===== src/rtl/keypad_pkg.sv =====
// Shared types, sizes and row helpers for the 4x4 keypad scanner.
// KEYPAD_AUTOREPEAT_EN (see keypad_scanner) needs nothing from this package.
package keypad_pkg;

   typedef enum logic [1:0] {
      SCAN     = 2'd0,
      DEBOUNCE = 2'd1,
      HELD     = 2'd2,
      RELEASE  = 2'd3
   } kp_state_t;

   localparam int KEY_ROWS   = 4;
   localparam int KEY_COLS   = 4;
   localparam int KEY_CODE_W = 4;

   localparam logic [KEY_ROWS-1:0] ROWS_IDLE = 4'hF;

   // Active-low one-hot pattern: used both for column drive and row matching.
   function automatic logic [KEY_ROWS-1:0] low_mask(input logic [1:0] idx);
      return ~(4'b0001 << idx);
   endfunction

   function automatic logic single_low(input logic [KEY_ROWS-1:0] rows);
      logic [2:0] n;
      n = 3'd0;
      for (int i = 0; i < KEY_ROWS; i++) begin
         if (!rows[i]) n = n + 3'd1;
         else          n = n;
      end
      return (n == 3'd1);
   endfunction

   function automatic logic [1:0] low_index(input logic [KEY_ROWS-1:0] rows);
      logic [1:0] idx;
      idx = 2'd0;
      for (int i = 0; i < KEY_ROWS; i++) begin
         if (!rows[i]) idx = 2'(i);
         else          idx = idx;
      end
      return idx;
   endfunction

endpackage


===== src/rtl/keypad_tick_gen.sv =====
// Scan-rate divider: one-cycle tick every CLK_DIV clocks, free-running.
module keypad_tick_gen #(
   parameter int CLK_DIV = 1000
) (
   input  logic clk,
   input  logic reset,
   output logic tick
);

   localparam int CW = $clog2(CLK_DIV);
   localparam logic [CW-1:0] CNT_MAX = CW'(CLK_DIV - 1);

   logic [CW-1:0] cnt_r;

   // divider counter, wraps at CLK_DIV-1
   always_ff @(posedge clk) begin
      if (reset)                 cnt_r <= '0;
      else if (cnt_r == CNT_MAX) cnt_r <= '0;
      else                       cnt_r <= cnt_r + CW'(1);
   end

   assign tick = (cnt_r == CNT_MAX);

endmodule


===== src/rtl/keypad_scanner.sv =====
// 4x4 keypad scanner with debounce, key code and active-low interrupt.
// Define KEYPAD_AUTOREPEAT_EN to pulse key_intr_n while a key stays held.
module keypad_scanner
   import keypad_pkg::*;
#(
   parameter int CLK_DIV    = 1000,
   parameter int DEB_TICKS  = 16,
   parameter int REPEAT_DLY = 200,
   parameter int REPEAT_PER = 40
) (
   input  logic                  clk,
   input  logic                  reset,
   input  logic [KEY_ROWS-1:0]   row_n,
   output logic [KEY_COLS-1:0]   col_n,
   output logic [KEY_CODE_W-1:0] key_code,
   output logic                  key_valid,
   output logic                  key_intr_n
);

   localparam int DEB_W = $clog2(DEB_TICKS + 1);
   localparam logic [DEB_W-1:0] DEB_MAX = DEB_W'(DEB_TICKS);

   logic [KEY_ROWS-1:0] sync1_r, rows_s;
   logic                tick_s;
   kp_state_t           state_r, state_nx;
   logic [1:0]          col_r, col_nx, row_idx_r, row_idx_nx, col_idx_r, col_idx_nx;
   logic [DEB_W-1:0]    deb_r, deb_nx;
   logic [KEY_COLS-1:0] col_n_r;
   logic [3:0]          code_r, code_nx;
   logic                valid_r, valid_nx, intr_n_r, intr_n_nx;

`ifdef KEYPAD_AUTOREPEAT_EN
   localparam int REP_MAX = (REPEAT_DLY > REPEAT_PER) ? REPEAT_DLY : REPEAT_PER;
   localparam int REP_W   = $clog2(REP_MAX + 1);
   logic [REP_W-1:0] rep_r, rep_nx;
   logic             rep_first_r, rep_first_nx;
`endif

   keypad_tick_gen #(.CLK_DIV(CLK_DIV)) u_tick (
      .clk   (clk),
      .reset (reset),
      .tick  (tick_s)
   );

   // two-flop synchronizer for the asynchronous rows
   always_ff @(posedge clk) begin
      if (reset) begin
         sync1_r <= ROWS_IDLE;
         rows_s  <= ROWS_IDLE;
      end else begin
         sync1_r <= row_n;
         rows_s  <= sync1_r;
      end
   end

   // FSM next state; everything holds between ticks
   always_comb begin
      state_nx   = state_r;
      col_nx     = col_r;
      row_idx_nx = row_idx_r;
      col_idx_nx = col_idx_r;
      deb_nx     = deb_r;
      code_nx    = code_r;
      valid_nx   = valid_r;
      intr_n_nx  = intr_n_r;
`ifdef KEYPAD_AUTOREPEAT_EN
      rep_nx       = rep_r;
      rep_first_nx = rep_first_r;
`endif
      if (tick_s) begin
         case (state_r)
            SCAN: begin
               if (single_low(rows_s)) begin
                  row_idx_nx = low_index(rows_s);
                  col_idx_nx = col_r;
                  deb_nx     = DEB_W'(1);
                  state_nx   = DEBOUNCE;
               end else begin
                  col_nx = col_r + 2'd1;
               end
            end
            DEBOUNCE: begin
               if (rows_s == low_mask(row_idx_r)) begin
                  if (deb_r == DEB_MAX) begin
                     code_nx   = {row_idx_r, col_idx_r};
                     valid_nx  = 1'b1;
                     intr_n_nx = 1'b0;
                     state_nx  = HELD;
`ifdef KEYPAD_AUTOREPEAT_EN
                     rep_nx       = '0;
                     rep_first_nx = 1'b0;
`endif
                  end else begin
                     deb_nx = deb_r + DEB_W'(1);
                  end
               end else begin
                  state_nx = SCAN;
                  col_nx   = col_r + 2'd1;
               end
            end
            HELD: begin
               if (rows_s == ROWS_IDLE) begin
                  deb_nx    = DEB_W'(1);
                  intr_n_nx = 1'b0;
                  state_nx  = RELEASE;
               end else begin
`ifdef KEYPAD_AUTOREPEAT_EN
                  // high for exactly one tick at each repeat point
                  rep_nx = rep_r + REP_W'(1);
                  if ((!rep_first_r && (rep_nx == REP_W'(REPEAT_DLY))) ||
                      ( rep_first_r && (rep_nx == REP_W'(REPEAT_PER)))) begin
                     intr_n_nx    = 1'b1;
                     rep_nx       = '0;
                     rep_first_nx = 1'b1;
                  end else begin
                     intr_n_nx = 1'b0;
                  end
`else
                  intr_n_nx = 1'b0;
`endif
               end
            end
            RELEASE: begin
               if (rows_s == ROWS_IDLE) begin
                  if (deb_r == DEB_MAX) begin
                     valid_nx  = 1'b0;
                     intr_n_nx = 1'b1;
                     state_nx  = SCAN;
                     col_nx    = col_r + 2'd1;
                  end else begin
                     deb_nx = deb_r + DEB_W'(1);
                  end
               end else if (!rows_s[row_idx_r]) begin
                  state_nx = HELD;
`ifdef KEYPAD_AUTOREPEAT_EN
                  rep_nx       = '0;
                  rep_first_nx = 1'b0;
`endif
               end else begin
                  state_nx = RELEASE;
               end
            end
            default: begin
               state_nx = SCAN;
            end
         endcase
      end else begin
         state_nx = state_r;
      end
   end

   // state and output registers
   always_ff @(posedge clk) begin
      if (reset) begin
         state_r   <= SCAN;
         col_r     <= 2'd0;
         col_n_r   <= 4'b1110;
         row_idx_r <= 2'd0;
         col_idx_r <= 2'd0;
         deb_r     <= '0;
         code_r    <= 4'd0;
         valid_r   <= 1'b0;
         intr_n_r  <= 1'b1;
      end else begin
         state_r   <= state_nx;
         col_r     <= col_nx;
         col_n_r   <= low_mask(col_nx);
         row_idx_r <= row_idx_nx;
         col_idx_r <= col_idx_nx;
         deb_r     <= deb_nx;
         code_r    <= code_nx;
         valid_r   <= valid_nx;
         intr_n_r  <= intr_n_nx;
      end
   end

`ifdef KEYPAD_AUTOREPEAT_EN
   // repeat timing registers
   always_ff @(posedge clk) begin
      if (reset) begin
         rep_r       <= '0;
         rep_first_r <= 1'b0;
      end else begin
         rep_r       <= rep_nx;
         rep_first_r <= rep_first_nx;
      end
   end
`endif

   assign col_n      = col_n_r;
   assign key_code   = code_r;
   assign key_valid  = valid_r;
   assign key_intr_n = intr_n_r;

endmodule


===== config.mk =====
export PLATFORM = sky130hd
export DESIGN_NAME = keypad_scanner
export DESIGN_NICKNAME = d
export VERILOG_FILES = /design/src/rtl/keypad_pkg.sv /design/src/rtl/keypad_tick_gen.sv /design/src/rtl/keypad_scanner.sv
export SDC_FILE = /design/constraint.sdc
export NUM_CORES = 1
export LEC_CHECK = 0
export ABC_AREA = 1
export CAP_MARGIN = 5
export CORE_MARGIN = 10
export CORE_UTILIZATION = 45
export DETAILED_ROUTE_END_ITERATION = 16
export GPL_TIMING_DRIVEN = 0
export MAX_ROUTING_LAYER = met4
export SLEW_MARGIN = 20
export SYNTH_ARGS = -nofsm -noshare
export SYNTH_HDL_FRONTEND = slang
export SYNTH_SLANG_ARGS = --single-unit

===== constraint.sdc =====
create_clock -name clk -period 5.2 [get_ports clk]
set_input_delay 0.78 -clock clk [delete_from_list [all_inputs] [get_ports clk]]
set_output_delay 0.78 -clock clk [all_outputs]
set_load 0.02 [all_outputs]

* Yosys cells after proc, flatten, opt, wreduce, memory -nomap -nowiden
Index checks and enable logic that the tools add are counted.
Word-level totals: register bits 41, output and inout bits 10, logic and storage cells 94
Operators by class: add/subtract/negate cells 6, magnitude comparators 1, equal/unequal tests 16, shift operators 2, muxes and demuxes 45, bitwise logic cells 2, reductions and logical operators 10
Operator list (number):
- $mux 3 | 11
- $mux 2 | 13
- $mux 5 | 5
- $pmux 5 s4 | 1
- $ne 2x2->1 const B | 6
- $reduce_and 6->1 | 2
- $add 10x1->10 const B | 1
- $eq 10x10->1 const B | 1
- $mux 1 | 10
- $reduce_and 5->1 | 2
- $add 3x1->3 const B | 3
- $not 4->4 | 2
- $pmux 2 s4 | 1
- $shl 1x2->4 const A | 2
- $ne 3x3->1 const B | 2
- $pmux 2 s3 | 1
- $add 5x1->5 const B | 1
- $eq 5x5->1 const B | 1
- $eq 2x2->1 const B | 2
- $eq 4x4->1 | 1
- $eq 4x4->1 const B | 1
- $reduce_and 4->1 | 1
- $eq 3x1->1 const B | 1
- $lt 2x3->1 const B | 1
- 10 further kinds | 10

* Depth between registers and ports, before layout
Gate-level depths: netlist of the first run.
depth in word-level cells 21, gate-level depth with buffers 17, depth with buffers taken out 17

* Cells and area by module
Synthesis of the first run repeated with hierarchy kept, for this count alone.
Second synthesis, totals: cells, all modules 305, area total of the unflattened synthesis 2182.1 sq um
Modules (own cells, without submodules):
- keypad_scanner | times used 1, cells each 239, area an instance 1686.6 sq um, seq. area each 620.6 sq um
- keypad_tick_gen | times used 1, cells each 66, area an instance 495.5 sq um, seq. area each 200.2 sq um

* Least setup slack after synthesis of the first run
No wires, ideal clock.
path type reg2reg, start register rows_s[1], end register col_n_r[3], in the netlist col_n[3], data arrival time 1921 ps, required time 5082 ps, slack 3161 ps, stages on the path, launching flop included 17, buffers on the path 0, clock period less this slack 2039 ps, cells stage by stage dfxtp_1 > inv_1 > ha_1 > inv_1 > nand2_2 > nand2_2 > ha_1 > nor2_1 > nand3_1 > nand2_2 > nand3_1 > nand3_2 > nand2_1 > nand2_2 > nand2_2 > inv_2 > nand2_1
Between the ends: cells in the longest elaborated chain, start to end 17, elaborated cells between the ends (all ways) 21, classes of those cells 2 x add/sub; 3 x eq/ne; 1 x shift; 14 x mux; 1 x bitwise
RTL lines:
- start: declaration | line keypad_scanner.sv:23 | logic [KEY_ROWS-1:0] sync1_r, rows_s;
- start signal: assignment | line keypad_scanner.sv:52 | rows_s <= sync1_r;
- $mux 3 | line keypad_pkg.sv:27 | if (!rows[i]) n = n + 3'd1;
- $mux 3 | line keypad_scanner.sv:71 | case (state_r)
- $mux 3 | line keypad_scanner.sv:70 | if (tick_s) begin
- $add 3x1->3 | line keypad_pkg.sv:27
- $mux 3 | line keypad_pkg.sv:27
- $mux 3 | line keypad_scanner.sv:71
- $mux 3 | line keypad_scanner.sv:70
- $add 3x1->3 | line keypad_pkg.sv:27
- $mux 3 | line keypad_pkg.sv:27
- $mux 3 | line keypad_scanner.sv:71
- $mux 3 | line keypad_scanner.sv:70
- $eq 3x1->1 | line keypad_pkg.sv:30 | return (n == 3'd1);
- $mux 2 | line keypad_scanner.sv:73 | if (single_low(rows_s)) begin
- $pmux 2 s3 (*) | line keypad_scanner.sv:71
- $mux 2 (*) | line keypad_scanner.sv:70
- $shl 1x2->4 (*) | line keypad_pkg.sv:20 | return ~(4'b0001 << idx);
- $not 4->4 (*) | line keypad_pkg.sv:20
- end signal: assignment | line keypad_scanner.sv:167 | col_n_r <= low_mask(col_nx);
- end: declaration | line keypad_scanner.sv:28 | logic [KEY_COLS-1:0] col_n_r;
Mark *: on every way between the ends. The rest lies on a longest branch, timed or not. The select of a mux whose other input is x is not followed. A chain may end at the register's enable or synchronous reset.

* Final worst setup path of the first run
Same ends and word-level chain as after synthesis.

==> results of run 1 <==
synthesized netlist by cell type, drive strengths merged:
cell type / n / area share (%)
o21ai: 17 / 4.2
nor3: 5 / 1.2
a21oi: 19 / 4.5
ha: 7 / 4.1
o31ai: 1 / 0.35
nand4: 6 / 1.8
nor3b: 2 / 0.70
inv: 43 / 7.6
buf: 3 / 1.2
clkbuf: 1 / 0.18
or2: 12 / 3.5
xnor2: 3 / 1.2
clkinv: 1 / 0.18
nand3: 22 / 6.8
dfxtp: 41 / 38
xor2: 2 / 0.82
and3: 1 / 0.29
nand2: 74 / 15
nor2: 33 / 7.2
nor4: 2 / 0.59
per-layer routing:
metal  GRT usage [%]  part of all wire [%]  up-vias
met5               -                     0        -
met4            3.67                   1.2        0
met3            3.03                   4.5        5
met2            17.4                    42       32
met1            15.4                    52      777
li1                -                     -      977
cell families (layout without fill, tap and decap cells):
family	Yosys count	after routing
simple gates	157	157
buf+inv	48	71
xor+xnor	5	5
compound gates	37	37
flops	41	41
fa+ha+maj	7	7
layout make-up:
cell class,count,area share (%)
flip-flops and latches,41,33.4
well taps,52,2.64
repair buffers,15,6.10
inverters,44,6.71
clock inverters,3,1.78
multi-input cells,206,45.4
clock buffers,5,2.80
plain buffers,4,1.22
how the worst max path moves through the flow:
stage	startpoint	endpoint	slack, ns	cells past startpoint
after floorplan	rows_s[1]$_SDFF_PP1_	col_n[3]$_SDFF_PP1_	3.16	16
after global placement	reset	key_intr_n$_SDFFE_PP1P_	2.86	6
after detailed placement	reset	key_intr_n$_SDFFE_PP1P_	2.89	6
after CTS	rows_s[1]$_SDFF_PP1_	col_n[3]$_SDFF_PP1_	2.88	16
after global routing	rows_s[1]$_SDFF_PP1_	col_idx_r[1]$_SDFFE_PP0P_	2.60	14
final	rows_s[1]$_SDFF_PP1_	col_n[3]$_SDFF_PP1_	2.88	16
stage by stage:
| step | instances | setup slack [ns] |
|---|---|---|
| 3_5_place_dp | 362 | 2.89 |
| 3_3_place_gp | 362 | 2.86 |
| 4_1_cts | 370 | 2.88 |
| 2_1_floorplan | 295 | 3.16 |
| 5_1_grt | 370 | 2.60 |
| 6_report | 370 | 2.88 |
sequential cells by signal, indices dropped and copies added, names as in the netlist:
signal / cells
key_intr_n: 1
rows_s: 4
key_valid: 1
row_idx_r: 2
state_r: 2
col_n: 4
key_code: 4
sync1_r: 4
u_tick.cnt_r: 10
col_idx_r: 2
col_r: 2
deb_r: 5
critical path: cells and delay by family (launching register included):
| kind | cells | cell delay (ns) |
|---|---|---|
| fa+ha+maj | 2 | 0.61 |
| buf+inv | 3 | 0.21 |
| flops | 1 | 0.45 |
| simple gates | 11 | 0.91 |
where the power goes:
group,total (mW),switching (mW),internal (mW)
Clock,0.259,0.115,0.144
Sequential,0.322,0.00390,0.318
Combinational,0.0366,0.0217,0.0149
==> results.json, run 1 <==
{
  "status": "completed",
  "antenna_found_initial": 0,
  "grt_pass1_vias": 1626,
  "setup_tns_ns": 0,
  "cts_setup_buffers": 0,
  "maxSlewHeadroom_pct": 71.6,
  "worstPathRequired_ns": 5.39,
  "ir_drop_uv": 203,
  "diodes": 0,
  "die_w_um": 88.8,
  "cts_buffer_depth": 2,
  "synthCells": 295,
  "hold_ws_ns": 0.410,
  "vias": 1791,
  "crit_chain": "inv_1 > ha_1 > inv_1 > nand2_2 > nand2_2 > ha_1 > nor2_1 > nand3_1 > nand2_2 > nand3_1 > nand3_2 > nand2_1 > nand2_2 > nand2_2 > inv_2 > nand2_1",
  "syn_area_um2": 2130,
  "ys_seq_area_share_pct": 38.5,
  "final_max_slew_viol_count": 0,
  "synth-compound-area-share_pct": 8.98,
  "io_pins": 16,
  "synth_top_family_by_area": "simple AND/OR/NAND/NOR gates",
  "cts-root-buf": "clkbuf_8",
  "core_um2": 4470,
  "wire_per_inst_um": 11.1,
  "finalClockSkew_ns": 0.00298,
  "cts-buffers-inserted": 5,
  "initial_core_util_pct": 47.7,
  "grt_util_all_layers_pct": 11.8,
  "wl_um": 4110,
  "clkTransAtPathRegs_ns": 0.08,
  "powerDensity_nw_per_um2": 251,
  "vias_per_cell": 4.84,
  "post-route-drc-count": 0,
  "numPortBuffers": 15,
  "hold_depth": 1,
  "yosys.area_share.simple_pct": 37.2,
  "cpMaxStageDelayCell": "dfxtp_1",
  "hold_path_class": "reg -> reg",
  "cp_slowest_stage_delay_ns": 0.45,
  "clk_latency_ns": 0.29,
  "ys_ff_latch": 41,
  "synth_fa_ha_area_share_pct": 4.11,
  "cts_tree": "built",
  "setup.worst_path.start_class": "flop",
  "final_common_cell": "nand2_1",
  "arrival_ns": 2.50,
  "fin_area_um2": 2460,
  "cts.sink_count": 41,
  "gr-total-overflow": 0,
  "hold_viol": 0,
  "fmax_mhz": 432,
  "final_layout_size_suffix_gt1_share_pct": 16.7,
  "cp-end-kind": "flop",
  "drtIter0Drc": 89,
  "synth-xor-area-share_pct": 2.05,
  "regToRegSetupSlack_ns": 2.88,
  "min_delay_worst_endpoint": "rows_s[2]$_SDFF_PP1_",
  "syn_to_final_growth_pct": 15.4,
  "dpl_cell_area_um2": 2350,
  "register_area_um2": 821,
  "power_leakage_nw": 1.05,
  "synth_mux_area_share_pct": 0,
  "fin_crit_ns": 2.32,
  "rr_worst_depth": 16,
  "die_y_um": 88.8,
  "rows": 24,
  "cts_resized": 0,
  "fill_cells": 464,
  "gp_congestion": 0.871,
  "synth_fp_nets": 308,
  "ant_nets": 0,
  "grt_max_degree": 15,
  "finish.utilization_pct": 55.0,
  "die-area_um2": 7890,
  "cp_max_fo": 6,
  "p_total_mw": 0.618,
  "setup_viol": 0,
  "syn_area_per_cell_um2": 7.23,
  "hpwl_um": 3190,
  "crit_top_cell": "nand2_2",
  "worstSetupPathType": "reg -> reg",
  "final_cell_mix": "nand2_1, dfxtp_1, inv_1",
  "timing.rr.start": "rows_s[1]$_SDFF_PP1_",
  "firstDrtPassIters": 4,
  "synth_cell_types": 31,
  "cap_violations": 0,
  "htreeDepth": 2,
  "cts_hold_buffers": 0,
  "grt_pass1_wl_um": 7270,
  "multiInputGateArea_um2": 1120,
  "fin_nets": 330,
  "timing.rr.end": "col_n[3]$_SDFF_PP1_",
  "tightest_slew_ns": 0.426,
  "yosysWarnings": 0,
  "hp-start": "sync1_r[2]$_SDFF_PP1_",
  "period_share_pct": 44.5,
  "rsz0062_at_grt": "false"
}
(Power assumes the default switching activity.)
==> inputs of run 2 (changes only) <==
==> constraint.sdc (replaced) <==
create_clock -name clk -period 2.3 [get_ports clk]
set_input_delay 0.345 -clock clk [delete_from_list [all_inputs] [get_ports clk]]
set_output_delay 0.345 -clock clk [all_outputs]
set_load 0.02 [all_outputs]
==> results.json, run 2 (synthesized netlist as in run 1, its figures left out) <==
{
  "status": "completed",
  "post-route-drc-count": 0,
  "vias_per_cell": 4.86,
  "power_switching_mw": 0.323,
  "cts-buffers-inserted": 5,
  "arrival_ns": 2.27,
  "cts_buffer_depth": 2,
  "swShare_pct": 22.9,
  "initial_core_util_pct": 47.7,
  "powerDensity_nw_per_um2": 561,
  "ant_nets": 0,
  "rsz0062_at_grt": "false",
  "internal-power_mw": 1.08,
  "htreeDepth": 2,
  "die_w_um": 88.8,
  "ir_drop_uv": 461,
  "clk_latency_ns": 0.29,
  "syn_to_final_growth_pct": 17.6,
  "multiInputGateArea_um2": 1140,
  "hold_viol": 0,
  "fin_crit_ns": 2.08,
  "worstSetupPathType": "reg -> reg",
  "cts-root-buf": "clkbuf_8",
  "numPortBuffers": 15,
  "hold_ws_ns": 0.411,
  "power_leakage_nw": 1.06,
  "die_y_um": 88.8,
  "final_cell_mix": "nand2_1, dfxtp_1, inv_1",
  "crit_top_cell": "nand2_2",
  "firstDrtPassIters": 4,
  "final_layout_size_suffix_gt1_share_pct": 19.6,
  "largest_register_ffs": 10,
  "hold_path_class": "reg -> reg",
  "final_common_cell": "nand2_1",
  "worst_slack_ns": 0.216,
  "p_clk_share_pct": 41.7,
  "cp_slowest_stage_delay_ns": 0.36,
  "cts_tree": "built",
  "maxSlewHeadroom_pct": 69.3,
  "fin_cells": 373,
  "setup.worst_path.start_class": "flop",
  "rows": 24,
  "critPathBufInv": 3,
  "setup_viol": 0,
  "wire_per_inst_um": 11.2,
  "pre_cts_slack_ns": -0.0000702,
  "tightest_slew_ns": 0.460,
  "cpMaxStageDelayCell": "dfxtp_4",
  "cap_violations": 0,
  "cp-end-kind": "flop",
  "fin_nets": 333,
  "diodes": 0,
  "fmax_mhz": 480,
  "die-area_um2": 7890,
  "drtIter0Drc": 127,
  "antenna_found_initial": 0,
  "fill_cells": 455,
  "io_pins": 16,
  "grt_util_all_layers_pct": 11.8,
  "vias": 1812,
  "grt_pass1_wl_um": 7270,
  "period_share_pct": 90.6,
  "regMostFlops": "u_tick.cnt_r",
  "hpwl_um": 3190,
  "clkTransAtPathRegs_ns": 0.08,
  "final_max_slew_viol_count": 0,
  "gr-total-overflow": 0,
  "core_um2": 4470,
  "setup_tns_ns": 0,
  "grt_pass1_vias": 1626,
  "wl_um": 4170,
  "worstPathRequired_ns": 2.49,
  "cts.sink_count": 41,
  "cp_max_fo": 3,
  "reg_top3": "u_tick.cnt_r (10), deb_r (5)",
  "comb_power_share_pct": 6.6,
  "grt_max_degree": 15,
  "finalClockSkew_ns": 0.00311,
  "place_inst": 362,
  "register_area_um2": 826,
  "pwr-share-seq_pct": 51.7,
  "p_total_mw": 1.41,
  "gp_congestion": 0.871,
  "crit_chain": "inv_1 > ha_4 > inv_1 > nand2_2 > nand2_2 > ha_1 > nor2_1 > nand3_1 > nand2_2 > nand3_2 > nand3_2 > nand2_1 > nand2_2 > nand2_2 > inv_2 > nand2_1",
  "path_delay_family": "simple AND/OR/NAND/NOR gates"
}
[run 2: changes by cell type in the layout (fill, tap and decap cells not counted)]
cell | before | now
buf_4 | 2 | 5
dfxtp_1 | 41 | 39
inv_1 | 39 | 37
inv_2 | 4 | 6
o21ai_0 | 11 | 9
o21ai_1 | 5 | 7
dfxtp_2 | 0 | 1
dfxtp_4 | 0 | 1
ha_1 | 7 | 6
ha_4 | 0 | 1
nand2_1 | 60 | 59
nand2_2 | 12 | 13
nand3_1 | 18 | 17
nand3_2 | 2 | 3
[run 2: through the flow]
stage | util (%) | area [um^2]
finish | 56.0 | 2510
CTS | 55.0 | 2460
detailed placement | 52.5 | 2350
floorplan | - | 2130
global route | 56.0 | 2510
global placement | 52.5 | 2350
[run 2: final cells by class]
type | instances | share of cell area (%)
plain buffers | 4 | 1.20
clock buffers | 5 | 2.74
clock inverters | 3 | 1.75
inverters | 44 | 6.59
multi-input cells | 206 | 45.3
flip-flops and latches | 41 | 32.9
well taps | 52 | 2.59
repair buffers | 18 | 6.89
[run 2: worst register-to-register path, stage by stage, from the launching register on]
cell     delay, ns
dfxtp_4       0.36
inv_1         0.07
ha_4          0.27
inv_1         0.04
nand2_2       0.07
nand2_2       0.06
ha_1          0.29
nor2_1        0.09
nand3_1       0.09
nand2_2       0.10
nand3_2       0.10
nand3_2       0.12
nand2_1       0.07
nand2_2       0.09
nand2_2       0.06
inv_2         0.06
nand2_1       0.04
[run 2: final timing paths]
| check | startpoint | end | slack (ns) | depth (start not counted) |
|---|---|---|---|---|
| setup reg to reg | rows_s[1]$_SDFF_PP1_ | col_n[3]$_SDFF_PP1_ | 0.22 | 16 |
| setup / recovery | rows_s[1]$_SDFF_PP1_ | col_n[3]$_SDFF_PP1_ | 0.22 | 16 |
| hold reg to reg | sync1_r[2]$_SDFF_PP1_ | rows_s[2]$_SDFF_PP1_ | 0.41 | 1 |
| hold / removal | sync1_r[2]$_SDFF_PP1_ | rows_s[2]$_SDFF_PP1_ | 0.41 | 1 |
[run 2: repair_timing]
item / in CTS / in global routing
pin swaps: 0 / 3
setup endpoints to repair: 4 / 15
hold buffers: 0 / 0
resized for setup: 1 / 9
setup buffers: 0 / 3
[run 2: power by group through the flow]
| stage | clock [mW] | sequential, mW | combinational (mW) |
|---|---|---|---|
| after detailed placement | 0 | 0.746 | 0.0835 |
| after global routing | 0.628 | 0.730 | 0.107 |
| after global placement | 0 | 0.745 | 0.0830 |
| after floorplan | 0 | 0.743 | 0.0608 |
| after CTS | 0.607 | 0.729 | 0.0838 |
| final | 0.587 | 0.728 | 0.0923 |
[run 2: layer usage]
layer	track usage, %	up-vias	wire length [um]
li1	-	985	-
met1	15.4	788	2180
met2	17.4	33	1780
met3	3.03	6	156
met4	3.67	0	51
met5	-	-	0
==> inputs of run 3 (changes only) <==
--- a/config.mk
+++ b/config.mk
@@ -7,11 +7,11 @@
 export LEC_CHECK = 0
 export ABC_AREA = 1
 export CAP_MARGIN = 5
-export CORE_MARGIN = 10
-export CORE_UTILIZATION = 45
+export CORE_UTILIZATION = 58
 export DETAILED_ROUTE_END_ITERATION = 16
 export GPL_TIMING_DRIVEN = 0
 export MAX_ROUTING_LAYER = met4
+export PLACE_DENSITY = 0.79
 export SLEW_MARGIN = 20
 export SYNTH_ARGS = -nofsm -noshare
 export SYNTH_HDL_FRONTEND = slang
==> results.json, run 3 (synthesized netlist as in run 1, its figures left out) <==
{
  "status": "completed",
  "powerDensity_nw_per_um2": 528,
  "power_leakage_nw": 1.04,
  "antenna_found_initial": 0,
  "setup_tns_ns": 0,
  "cap_violations": 0,
  "regMostFlops": "u_tick.cnt_r",
  "grt_util_all_layers_pct": 22.6,
  "hold_path_class": "reg -> reg",
  "final_layout_size_suffix_gt1_share_pct": 19.7,
  "cts_tree": "built",
  "setup.worst_path.start_class": "flop",
  "die_y_um": 62.6,
  "grt_max_degree": 15,
  "post-route-drc-count": 0,
  "maxSlewHeadroom_pct": 70.0,
  "hold_ws_ns": 0.420,
  "gr-total-overflow": 0,
  "vias_per_cell": 5.05,
  "vias": 1850,
  "arrival_ns": 2.39,
  "cp_max_fo": 5,
  "rsz0062_at_grt": "false",
  "critPathBufInv": 2,
  "wl_um": 4120,
  "hpwl_um": 2890,
  "initial_core_util_pct": 62.4,
  "cts-root-buf": "clkbuf_4",
  "numPortBuffers": 15,
  "fin_nets": 332,
  "syn_to_final_growth_pct": 15.9,
  "fin_area_um2": 2470,
  "clk_latency_ns": 0.36,
  "final_cell_mix": "nand2_1, dfxtp_1, inv_1",
  "largest_register_ffs": 10,
  "fmax_mhz": 471,
  "final_max_slew_viol_count": 0,
  "die-area_um2": 3920,
  "cp_slowest_stage_delay_ns": 0.40,
  "tightest_slew_ns": 0.445,
  "cts_buffer_depth": 2,
  "cts.sink_count": 41,
  "setup_viol": 0,
  "crit_chain": "inv_2 > ha_4 > inv_1 > nand2_2 > nand2_2 > ha_1 > nor2_1 > nand3_1 > nand2_2 > nand2_2 > nand2_4 > nand2_1 > nor2_2 > nand3_1 > nand2_1 > nor2_1",
  "period_share_pct": 92.4,
  "path_delay_family": "simple AND/OR/NAND/NOR gates",
  "hold_viol": 0,
  "cp-end-kind": "flop",
  "cpMaxStageDelayCell": "dfxtp_4",
  "fin_crit_ns": 2.12,
  "ir_drop_uv": 413,
  "firstDrtPassIters": 5,
  "io_pins": 16,
  "gp_congestion": 0.859,
  "wire_per_inst_um": 11.3,
  "finalClockSkew_ns": 0.0132,
  "ant_nets": 0,
  "die_w_um": 62.6,
  "drtIter0Drc": 144,
  "core_um2": 3420,
  "dpl_cell_area_um2": 2340,
  "crit_top_cell": "nand2_2",
  "worstPathRequired_ns": 2.57,
  "grt_pass1_wl_um": 6840,
  "cts-buffers-inserted": 5,
  "worstSetupPathType": "reg -> reg",
  "htreeDepth": 2,
  "diodes": 0,
  "reg_top3": "u_tick.cnt_r (10), deb_r (5)",
  "grt_pass1_vias": 1609,
  "clkTransAtPathRegs_ns": 0.13,
  "rows": 21,
  "final_common_cell": "nand2_1"
}
[run 3: power by group]
part           leakage [nW]  total (mW)  internal, mW  switching (mW)
Combinational         0.666      0.0921        0.0389          0.0532
Clock                0.0414       0.484         0.230           0.254
Sequential            0.333       0.729         0.721         0.00867
Total                  1.04        1.31         0.990           0.315
[run 3: cell type report]
type / count / area, um^2
timing repair buffer: 17 / 165
inverter: 44 / 165
tap: 46 / 57.6
clock buffer: 5 / 37.5
sequential: 41 / 826
multi-input combinational: 206 / 1140
fill: 294 / 945
buffer: 4 / 30.0
clock inverter: 3 / 46.3
[run 3: worst paths after layout]
check                             start                     to  slack (ns)  cells past startpoint
setup reg to reg   rows_s[1]$_SDFF_PP1_  deb_r[0]$_SDFFE_PP0P_        0.18                     16
setup / recovery   rows_s[1]$_SDFF_PP1_  deb_r[0]$_SDFFE_PP0P_        0.18                     16
hold reg to reg   sync1_r[2]$_SDFF_PP1_   rows_s[2]$_SDFF_PP1_        0.42                      1
hold / removal    sync1_r[2]$_SDFF_PP1_   rows_s[2]$_SDFF_PP1_        0.42                      1
[run 3: per-stage QoR]
step | power (mW) | util (%) | cells | setup WS, ns
final | 1.31 | 72.3 | 366 | 0.175
after floorplan | 0.804 | - | 295 | 0.261
after CTS | 1.31 | 71.0 | 364 | 0.0568
after global routing | 1.35 | 72.3 | 366 | 0.00522
after detailed placement | 0.828 | 68.5 | 356 | 0.00528
after global placement | 0.826 | 68.5 | 356 | 0.0717
[run 3: metal layers]
layer	wire, um	up-vias	GRT usage, %	part of all wire [%]
met5	0	-	-	0
met4	49	0	8.14	1.2
met3	185	5	4.93	4.5
met2	1920	47	36.7	47
met1	1960	818	27.7	48
li1	-	980	-	-
[run 3: repair_timing]
| item | in CTS | in global routing |
|---|---|---|
| hold buffers | 0 | 0 |
| hold endpoints to repair | 0 | 0 |
| gates resized for setup | 1 | 9 |
| buffers inserted | 0 | 2 |
| endpoints found under the setup margin | 3 | 15 |
| pin swaps | 0 | 3 |
